$ cat src/rtl/truth_table_sweeper_pkg.sv
// Shared constants and state encoding for the truth-table sweeper and its settle timer.
package truth_table_sweeper_pkg;

  localparam int unsigned IDX_W    = 3;
  localparam int unsigned NUM_ROWS = 8;
  localparam int unsigned CNT_W    = 8;

  typedef logic [1:0] state_t;

  localparam state_t StIdle   = 2'd0;
  localparam state_t StSettle = 2'd1;
  localparam state_t StDone   = 2'd2;

endpackage

$ cat src/rtl/truth_table_sweeper_settle.sv
// Per-combination settle counter: counts 0..SETTLE_CYCLES-1 and flags the terminal count.
module sweep_settle_timer
  import truth_table_sweeper_pkg::*;
#(
  parameter int unsigned SETTLE_CYCLES = 2
) (
  input  logic clk_i,
  input  logic rst_i,
  input  logic clear_i,
  input  logic enable_i,
  output logic last_o
);

  localparam logic [CNT_W-1:0] TermCnt = CNT_W'(SETTLE_CYCLES - 1);

  logic [CNT_W-1:0] cnt_q, cnt_d;

  assign last_o = (cnt_q == TermCnt);

  always_comb begin
    cnt_d = cnt_q;
    if (clear_i) begin
      cnt_d = '0;
    end else if (enable_i) begin
      cnt_d = last_o ? '0 : cnt_q + 1'b1;
    end
  end

  always_ff @(posedge clk_i) begin
    if (rst_i) begin
      cnt_q <= '0;
    end else begin
      cnt_q <= cnt_d;
    end
  end

endmodule

$ cat src/rtl/truth_table_sweeper.sv
// Drives all eight input combinations into a 3-input gate, captures its truth table and
// compares it against EXPECTED.
module truth_table_sweeper
  import truth_table_sweeper_pkg::*;
#(
  parameter int unsigned SETTLE_CYCLES = 2,
  parameter logic [7:0]  EXPECTED      = 8'hDF
) (
  input  logic       clk_i,
  input  logic       rst_i,
  input  logic       start_i,
  input  logic       abort_i,
  input  logic       gate_out_i,
  output logic       in1_o,
  output logic       in2_o,
  output logic       in3_o,
  output logic       busy_o,
  output logic       done_o,
  output logic [7:0] table_o,
  output logic [7:0] mismatch_o,
  output logic       pass_o
);

  state_t             state_q, state_d;
  logic [IDX_W-1:0]   idx_q, idx_d;
  logic [NUM_ROWS-1:0] table_q, table_d;
  logic [7:0]         mismatch_q, mismatch_d;
  logic               pass_q, pass_d;
  logic               busy_q, done_q;
  logic               last;
  logic               in_settle;

  assign in_settle = (state_q == StSettle);

  sweep_settle_timer #(
    .SETTLE_CYCLES(SETTLE_CYCLES)
  ) u_timer (
    .clk_i   (clk_i),
    .rst_i   (rst_i),
    .clear_i (!in_settle || abort_i),
    .enable_i(in_settle),
    .last_o  (last)
  );

  // idx_q doubles as the gate input drive, so it is zeroed whenever the sweep is not running.
  always_comb begin
    state_d    = state_q;
    idx_d      = idx_q;
    table_d    = table_q;
    mismatch_d = mismatch_q;
    pass_d     = pass_q;
    unique case (state_q)
      StIdle: begin
        if (start_i && !abort_i) begin
          state_d = StSettle;
          idx_d   = '0;
          table_d = '0;
        end
      end
      StSettle: begin
        if (abort_i) begin
          state_d    = StIdle;
          idx_d      = '0;
          table_d    = '0;
          mismatch_d = '0;
          pass_d     = 1'b0;
        end else if (last) begin
          table_d[idx_q] = gate_out_i;
          if (idx_q == IDX_W'(NUM_ROWS - 1)) begin
            state_d    = StDone;
            idx_d      = '0;
            mismatch_d = table_d ^ EXPECTED;
            pass_d     = (table_d == EXPECTED);
          end else begin
            idx_d = idx_q + 1'b1;
          end
        end
      end
      StDone:  state_d = StIdle;
      default: state_d = StIdle;
    endcase
  end

  always_ff @(posedge clk_i) begin
    if (rst_i) begin
      state_q    <= StIdle;
      idx_q      <= '0;
      table_q    <= '0;
      mismatch_q <= '0;
      pass_q     <= 1'b0;
      busy_q     <= 1'b0;
      done_q     <= 1'b0;
    end else begin
      state_q    <= state_d;
      idx_q      <= idx_d;
      table_q    <= table_d;
      mismatch_q <= mismatch_d;
      pass_q     <= pass_d;
      busy_q     <= (state_d == StSettle);
      done_q     <= (state_d == StDone);
    end
  end

  assign {in1_o, in2_o, in3_o} = idx_q;
  assign busy_o     = busy_q;
  assign done_o     = done_q;
  assign table_o    = table_q;
  assign mismatch_o = mismatch_q;
  assign pass_o     = pass_q;

endmodule

$ cat config.mk
export PLATFORM = sky130hd
export DESIGN_NAME = truth_table_sweeper
export DESIGN_NICKNAME = d
export VERILOG_FILES = /design/src/rtl/truth_table_sweeper_pkg.sv /design/src/rtl/truth_table_sweeper_settle.sv /design/src/rtl/truth_table_sweeper.sv
export SDC_FILE = /design/constraint.sdc
export NUM_CORES = 1
export LEC_CHECK = 0
export BUFFER_PORTS_ARGS = -buffer_cell sky130_fd_sc_hd__buf_2
export CORE_MARGIN = 10
export CORE_UTILIZATION = 40
export CTS_BUF_LIST = sky130_fd_sc_hd__clkbuf_8
export CTS_CLUSTER_DIAMETER = 60
export DETAILED_ROUTE_END_ITERATION = 16
export GPL_ROUTABILITY_DRIVEN = 0
export PLACE_DENSITY = 0.72
export SLEW_MARGIN = 10
export SYNTH_ARGS = -nofsm -noshare
export SYNTH_HDL_FRONTEND = slang
export SYNTH_SLANG_ARGS = --single-unit
$ cat constraint.sdc
create_clock -name clk_i -period 3.3 [get_ports clk_i]
set_clock_uncertainty 0.2 [all_clocks]
set_input_delay 0.825 -clock clk_i [delete_from_list [all_inputs] [get_ports clk_i]]
set_output_delay 0.825 -clock clk_i [all_outputs]
set_load 0.1 [all_outputs]
**After elaboration in Yosys (flattened, before gate mapping)**

Cells that the tools add are included.

- $add $sub $neg: 2
- Reduce and logical (&&, ||, !) cells: 12
- Muxes and demuxes: 24
- Order comparisons: 2
- Eq/ne operators: 8
- Bitwise operators: 1

Operators by type and width:

| cell | number |
|---|---|
| 8-bit 2-to-1 mux | 7 |
| 8-bit one-hot mux with 2 select lines | 1 |
| 3-bit 2-to-1 mux | 4 |
| 8-bit by 1-bit adder with 8-bit output (second input constant) | 1 |
| 8-bit bitwise mux | 1 |
| 8-bit by 1-bit equality test with 1-bit output (second input constant) | 1 |
| 8-bit equality test (second input constant) | 1 |
| 2-bit 2-to-1 mux | 4 |
| 7-bit inverter | 1 |
| 3-bit one-hot mux with 2 select lines | 1 |
| 3-bit AND reduction | 2 |
| 2-bit nonzero test | 3 |
| 2-bit by 1-bit equality test with 1-bit output (second input constant) | 2 |
| 3-bit by 4-bit less-than comparator with 1-bit output (second input constant) | 1 |
| 1-bit 2-to-1 mux | 4 |
| 2-bit one-hot mux with 2 select lines | 1 |
| 3-bit by 1-bit adder with 3-bit output (second input constant) | 1 |
| 1-bit demux with 3-bit select | 1 |
| 3-bit equality test (second input constant) | 1 |
| 3-bit by 1-bit >= comparator with 1-bit output (second input constant) | 1 |
| 3-bit by 2-bit inequality test with 1-bit output (second input constant) | 1 |
| 2-bit equality test (second input constant) | 1 |
| 1-bit logical AND | 2 |
| 1-bit zero test | 2 |
| other kinds (4) | 4 |

- Register bits after elaboration: 32
- Output and inout bits: 22
- Bits of input ports: 5

**Logic depth before layout (Yosys ltp)**

Gate-level depths: netlist (run 1).

- Depth after elaboration: 9
- Depth in mapped cells: 8
- Depth with buffers taken out: 6

**Cells and area by module**

Synthesis (run 1) repeated with hierarchy kept, for this count alone.

- Cells, all modules: 172
- Area total of the unflattened synthesis: 1,571.5 µm²

By module, submodules not included:

| module | instances | seq. area each (µm²) | area each (µm²) | cells an instance |
|---|---|---|---|---|
| truth_table_sweeper | 1 | 480.5 | 1,183.6 | 130 |
| sweep_settle_timer | 1 | 160.2 | 387.9 | 42 |

**Least setup slack after synthesis (run 1)**

No wires, ideal clock.

- Path kind: register to register
- Start: register idx_q[1]
- End: register table_q[6] (netlist: table_o[6])
- Cell stages (with the launch flop): 6
- Path slack: 0.862 ns
- Buffers on the path: 1
- Arrival: 2.168 ns
- Cell sequence: dfxtp_1 -> clkbuf_1 -> nand3_1 -> a2bb2oi_1 -> or4_1 -> a21oi_1

- Cells in the longest elaborated chain, start to end: 8

Ends and longest elaborated chain:

| element | line | RTL |
|---|---|---|
| from (decl) | truth_table_sweeper.sv:25 | `logic [IDX_W-1:0] idx_q, idx_d;` |
| from (signal assigned) | truth_table_sweeper.sv:95 | `idx_q <= idx_d;` |
| 3-bit by 4-bit less-than comparator with 1-bit output (implied by the code) / 3-bit by 1-bit >= comparator with 1-bit output (equally long branches) | truth_table_sweeper.sv:68 | `table_d[idx_q] = gate_out_i;` |
| 1-bit logical AND (implied by the code) | truth_table_sweeper.sv:68 |  |
| 1-bit 2-to-1 mux (implied by the code) | truth_table_sweeper.sv:68 |  |
| 1-bit demux with 3-bit select (*) | truth_table_sweeper.sv:68 |  |
| 8-bit bitwise mux (*) | truth_table_sweeper.sv:68 |  |
| 8-bit 2-to-1 mux (*) | truth_table_sweeper.sv:67 | `end else if (last) begin` |
| 8-bit 2-to-1 mux (*) | truth_table_sweeper.sv:61 | `if (abort_i) begin` |
| 8-bit one-hot mux with 2 select lines (*) | truth_table_sweeper.sv:52 | `unique case (state_q)` |
| to (signal assigned) | truth_table_sweeper.sv:96 | `table_q <= table_d;` |
| to (decl) | truth_table_sweeper.sv:26 | `logic [NUM_ROWS-1:0] table_q, table_d;` |

Every way passes the cells marked *; elsewhere a longest branch is shown, timed or not. The select of a mux whose other input is x is not followed.
A chain may end at the register's enable or synchronous reset.

**Worst setup path after layout (run 1)**

- Start: register idx_q[2]
- End: output in1_o

RTL lines:

| element | line | RTL |
|---|---|---|
| to (decl) | truth_table_sweeper.sv:14 | `output logic in1_o,` |

No word-level cell between the ends.

==> summary.md, run 1 <==
| Metric | Value |
|---|---|
| Synth cell types | 39 |
| Mapped Cells | 162 |
| 1st-iter DRT viols | 80 |
| Synth Cell Area | 0.00152 sq mm |
| # rows | 22 |
| Met2 Usage GRT | 15.7% |
| # setup viols final | 0 |
| Max Buffers Root-to-Sink | 2 |
| Slowest-stage cell, CP | dfxtp_1 |
| Worst Hold Class | register to register |
| WHS | 0.268 ns |
| RSZ-0062 raised after global routing | false |
| Setup bufs post-CTS | 0 |
| Drt pass-1 iters | 4 |
| Met1 usage | 14.0% |
| Run status | finished clean |
| Sequential-to-total area share from yosys stat | 42.1% |
| Post-CTS Resized | 0 |
| Layout overhead on the synthesized area | 19.0% |
| Max-slew violations | 0 |
| WL/cell | 14.9 microns |
| CP Class | register to output port |
| Worst-path cell chain | buf_2 |
| Worst VDD drop | 0.000215 V |
| Hold Vio Cnt, Final | 0 |
| CP peak stage delay | 0.62 ns |
| Power Dens Cells | 460 mW/mm^2 |
| Setup TNS | 0 ns |
| CTS tree | done |
| Worst hold endpoint | pass_o |
| Fin nets | 194 |
| Worst path arrival time | 1.42 ns |
| Htree depth | 2 |
| Die Wd | 81.7 microns |
| Clock Tree Root | clkbuf_8 |
| WP buf/inv | 1 |
| Largest net degree at the start of global routing | 28 |
| Crit Reg-Reg Endpoint | table_o[1] |
| Via/cell ratio | 5.48 |
| Antenna violations before repair | 0 |
| Seq cells post-synth | 32 |
| IO Port Bufs | 26 |
| Worst Reg-to-Reg Cells | 6 |
| Synth top area share | 42.1% |
| First-pass GRT wire length | 5.60 mm |
| Worst setup SP type | register |
| Layout cells sized above 1 | 21.5% |
| Antenna Cells | 0 |
| DRC Markers | 0 |
| Yosys top cell by area | dfxtp_1 |
| Overall Global Routing Usage | 10.7% |
| Slew HR | 54.1% |
| GRT met3 Usage | 3.60% |
| Tot Pwr | 0.000831 W |
| Full die area | 0.00667 sq mm |
| Number of hold buffers added after cts | 0 |
| Vias in the first global route | 1140 |
| Worst-Margin Slew | 0.687 ns |
| Die Span Y | 81.7 microns |
| Delay-heaviest family, CP | flip-flops |
| Static Leak | 0.715 nW |
| R2r setup slk | 1.03 ns |
| Max-cap violations | 0 |
| Final ANT Viol Nets | 0 |
| Gr ovfl total | 0 |
| Core Region | 0.00366 sq mm |
| Synth top area cells | dfxtp_1 (42%), a22o_1 (4.6%), mux2i_1 (4.6%) |
| Post-Route WL | 3.49 mm |
| # IOs | 27 |
| Via count | 1282 |
| Worst hold start | pass_o |
| Clock transition at path regs | 0.07 ns |
| Clk sinks | 32 |
| Final period util | 74.1% |
| Stages on worst setup path | 1 |
| R2R Path Start | u_timer.cnt_q[0] |
| Tmin final | 2.45 ns |
| Crit end category | output port |
| Hold depth | 1 |
| Avg Cell Area, Syn | 9.38 sq um |
| Worst-path fanout max | 15 |
| Number of buffers created by CTS | 5 |
| Synth Net Count | 171 |
| Clock latency on the worst-skew pair | 0.28 ns |
| Max Fclk | 409 MHz |
| Starting Density | 41.5% |
| Gr busiest metal | met2 |
| WP data required | 2.27 ns |
| Hpwl dp | 2.42 mm |
| Yosys Warn Count | 0 |
-- sequential cells by signal, indices dropped and copies added (netlist names) --
signal and flops:
table_o 8, state_q 2, mismatch_o 8, done_o 1, pass_o 1, idx_q 3, u_timer.cnt_q 8, busy_o 1
-- how the worst max path moves through the flow --
stage / end / from
after global placement: idx_q[1] / abort_i
after global routing: in3_o / idx_q[0]
after detailed placement: idx_q[1] / abort_i
after CTS: in2_o / idx_q[1]
final: in1_o / idx_q[2]
after floorplan: table_o[6] / idx_q[1]
-- routing by layer --
metal	vias to the layer above	routed length, microns
met4	0	39
met2	27	1590
met5	-	0
met3	2	211
li1	656	-
met1	597	1650
-- through the flow --
step	instances	cell area (sq um)	util [%]	setup slack (ns)
floorplan	162	1520	-	0.862
global placement	226	1680	46.0	0.784
detailed placement	226	1680	46.0	0.764
CTS	234	1810	49.4	0.833
global route	234	1810	49.4	0.738
finish	234	1810	49.4	0.853
-- cells in the mapped netlist (all sizes together) --
cell     count
dfxtp       32
o21ai       12
a21oi       11
clkbuf      11
nor2         9
a22o         8
or4          8
mux2i        7
nand2        7
xor2         6
nand4        5
nor3b        5
ha           4
nand3        3
nand3b       3
nor3         3
nor4b        3
and4         2
nor2b        2
nor4         2
o2bb2ai      2
or4b         2
a21boi       1
a2bb2oi      1
a311oi       1
a31o         1
a32o         1
and2         1
and3         1
and4b        1
buf          1
inv          1
mux2         1
nand2b       1
o211ai       1
or2          1
or3b         1
-- cell families after synthesis --
group           after synthesis  synth area share (%)
mux                           8                  5.35
fa+ha+maj                     4                  3.29
buf+inv                      13                  3.46
xor+xnor                      6                  3.46
flops                        32                  42.1
compound gates               39                  16.7
simple gates                 60                  25.6
-- cells in the final DEF, fill, tap and decap left out, drive strengths merged, types with 3 or more instances in the layout --
master	netlist	layout
nor2	9	9
nand3	3	3
or4	8	8
nor3b	5	5
a22o	8	8
xor2	6	6
mux2i	7	7
a21oi	11	11
nand3b	3	3
clkbuf	11	7
dfxtp	32	32
nor3	3	3
ha	4	4
buf	1	28
o21ai	12	12
nand2	7	7
nor4b	3	3
nand4	5	5
-- cell type report --
class | count | area (sq um)
well taps | 48 | 60.1
multi-input cells | 117 | 833
inverters | 1 | 3.75
flip-flops and latches | 32 | 641
fillers | 361 | 1850
repair buffers | 28 | 145
clock buffers | 7 | 96.3
clock inverters | 1 | 30.0
-- report_power, final --
| group | internal [W] | total, W | switching, W |
|---|---|---|---|
| Sequential | 0.000388 | 0.000390 | 0.00000248 |
| Clock | 0.000266 | 0.000408 | 0.000141 |
| Combinational | 0.00000944 | 0.0000335 | 0.0000241 |
| Total | 0.000664 | 0.000831 | 0.000168 |
No activity file was read; power rests on OpenSTA's default activity.
==> run 2: changes to the inputs <==
--- a/config.mk
+++ b/config.mk
@@ -12,7 +12,7 @@
 export CTS_CLUSTER_DIAMETER = 60
 export DETAILED_ROUTE_END_ITERATION = 16
 export GPL_ROUTABILITY_DRIVEN = 0
-export PLACE_DENSITY = 0.72
+export PLACE_DENSITY = 0.75
 export SLEW_MARGIN = 10
 export SYNTH_ARGS = -nofsm -noshare
 export SYNTH_HDL_FRONTEND = slang
==> constraint.sdc (replaced) <==
create_clock -name clk_i -period 2.1 [get_ports clk_i]
set_clock_uncertainty 0.2 [all_clocks]
set_input_delay 0.525 -clock clk_i [delete_from_list [all_inputs] [get_ports clk_i]]
set_output_delay 0.525 -clock clk_i [all_outputs]
set_load 0.1 [all_outputs]
==> run 2 against run 1 <==
Compared with the run above:
- die area is the same
- cell count is 7.7% higher
- critical path depth increased by 6
- total power up 43%
- worst setup slack worse by 0.82 ns
- critical path type is now register to register
==> summary.md, run 2 (synthesized netlist as in run 1, its figures left out) <==
| Metric | Value |
|---|---|
| Sw frac | 23.7% (+3.5 points) |
| Worst path arrival time | 2.09 ns (+0.67 ns) |
| Vias in the first global route | 1259 (+10%) |
| Antenna Cells | 0 (unchanged) |
| Die Span Y | 81.7 microns (unchanged) |
| Most frequent cells in the layout | dfxtp_1 (27), buf_2 (26), buf_4 (17), o21ai_0 (12), nor2_1 (9) |
| Largest net degree at the start of global routing | 22 (-21%) |
| Crit path from | u_timer.cnt_q[1] |
| Crit end category | register |
| Via count | 1423 (+11%) |
| DRC Markers | 0 (unchanged) |
| Clock transition at path regs | 0.07 ns (about the same) |
| Fin nets | 212 (+9.3%) |
| Net load switching power | 0.000281 W (+68%) |
| Max-slew violations | 0 (unchanged) |
| Worst-Margin Slew | 0.496 ns (-0.191 ns) |
| Antenna violations before repair | 0 (unchanged) |
| Worst VDD drop | 0.000489 V (+130%) |
| CP Class | register to register |
| Register area | 647 sq um (+0.98%) |
| # IOs | 27 (unchanged) |
| First-pass GRT wire length | 6.18 mm (+10%) |
| # rows | 22 (unchanged) |
| Tmin final | 2.06 ns |
| Htree depth | 2 (unchanged) |
| Hpwl dp | 2.53 mm (+4.8%) |
| Internal power | 0.000905 W (+36%) |
| Footprint of the multi-input gates | 903 sq um (+8.4%) |
| Via/cell ratio | 5.65 (+3.1%) |
| Final ANT Viol Nets | 0 (unchanged) |
| Worst Reg-to-Reg Cells | 7 (+1) |
| Run status | finished clean |
| Max-cap violations | 0 (unchanged) |
| Worst Hold Class | register to register |
| WP data required | 2.12 ns (-0.15 ns) |
| Crit path capture | table_o[6] |
| Number of hold buffers added after cts | 0 (unchanged) |
| Clock power frac | 41.1% (-7.9 points) |
| Gr ovfl total | 0 (unchanged) |
| Overall Global Routing Usage | 11.7% (+1.0 points) |
| Slew HR | 67.2% (+13 points) |
| Flop pwr share | 51.6% (+4.7 points) |
| Layout overhead on the synthesized area | 32.3% |
| Number of buffers created by CTS | 5 (unchanged) |
| Final period util | 98.3% |
| Clock Tree Root | clkbuf_8 |
| Fill cells | 326 (-9.7%) |
| Max Fclk | 484 MHz |
| Power Dens Cells | 590 mW/mm^2 (+28%) |
| Starting Density | 41.5% (unchanged) |
| R2r setup slk | 0.04 ns (-0.99 ns) |
| Die Wd | 81.7 microns (unchanged) |
| Setup TNS | 0 ns (unchanged) |
| Dpl cells | 240 (+6.2%) |
| Final Non-Filler Cells | 252 (+7.7%) |
| Worst-path fanout max | 5 (-10) |
| R2R Path Start | u_timer.cnt_q[1] |
| # setup viols final | 0 (unchanged) |
| Combinational fraction of design power | 7.3% (+3.3 points) |
| Most common cell after layout, fill and taps aside | dfxtp_1 |
| Core Region | 0.00366 sq mm (unchanged) |
| Worst hold start | pass_o |
| WL/cell | 15.9 microns (+6.6%) |
| Clock latency on the worst-skew pair | 0.29 ns (about the same) |
| Layout cells sized above 1 | 37.7% (+16 points) |
| Static Leak | 0.819 nW (+15%) |
| Max Buffers Root-to-Sink | 2 (unchanged) |
| 1st-iter DRT viols | 202 (+150%) |
| Worst setup SP type | register |
| CTS tree | done |
| Full die area | 0.00667 sq mm (unchanged) |
| Crit Reg-Reg Endpoint | table_o[6] |
| Hold Vio Cnt, Final | 0 (unchanged) |
| Drt pass-1 iters | 4 (unchanged) |
| IO Port Bufs | 26 (unchanged) |
| Clk sinks | 32 (unchanged) |
| Post-Route WL | 4.00 mm (+15%) |
[run 2: per-stage QoR]
step / hold WS [ns] / power, W / util (%) / worst slack, ns / instance area [sq um]
global placement: 0.257 / 0.000692 / 49.3 / 0.0226 / 1800
CTS: 0.269 / 0.00118 / 51.8 / 0.0495 / 1900
finish: 0.263 / 0.00119 / 55.0 / 0.0354 / 2010
global route: 0.285 / 0.00124 / 55.0 / -0.0442 / 2010
floorplan: 0.252 / 0.000665 / - / -0.00992 / 1520
detailed placement: 0.253 / 0.000693 / 49.3 / 0.00251 / 1800
[run 2: layout make-up]
class / instances / area share, %
flip-flops and latches: 32 / 32.2
well taps: 48 / 2.99
multi-input cells: 117 / 44.9
repair buffers: 46 / 15.2
clock inverters: 2 / 0.498
clock buffers: 6 / 4.10
inverters: 1 / 0.187
[run 2: timing repair]
| item | 4_1_cts | 5_1_grt |
|---|---|---|
| endpoints found under the setup margin | 0 | 17 |
| gates resized for setup | 0 | 19 |
| buffers inserted | 0 | 2 |
[run 2: worst max-delay path: stages (launching register included)]
cell and delay (ns):
dfxtp_2 0.32, inv_2 0.06, ha_4 0.11, nor4b_4 0.31, a311oi_4 0.18, buf_6 0.17, or4_1 0.49, a21oi_1 0.15
[run 2: worst min path at each step]
stage          slack [ns]               end  cells after the start
6_report             0.26            pass_o                      1
5_1_grt              0.29            pass_o                      1
4_1_cts              0.27            pass_o                      1
3_5_place_dp         0.25            pass_o                      1
3_3_place_gp         0.26            pass_o                      1
2_1_floorplan        0.25  u_timer.cnt_q[0]                      1
[run 2: metal layers]
layer / wire, microns / vias to the layer above / GRT usage, %
li1: - / 691 / -
met1: 1620 / 681 / 14.2
met2: 1950 / 45 / 17.9
met3: 347 / 6 / 4.15
met4: 82 / 0 / 6.46
met5: 0 / - / 0
[run 2: power groups by stage]
stage | sequential [W] | combinational, W | clock (W)
floorplan | 0.000635 | 0.0000299 | 0
global placement | 0.000626 | 0.0000664 | 0
detailed placement | 0.000625 | 0.0000671 | 0
CTS | 0.000612 | 0.0000672 | 0.000500
global route | 0.000612 | 0.0000924 | 0.000533
finish | 0.000612 | 0.0000861 | 0.000488
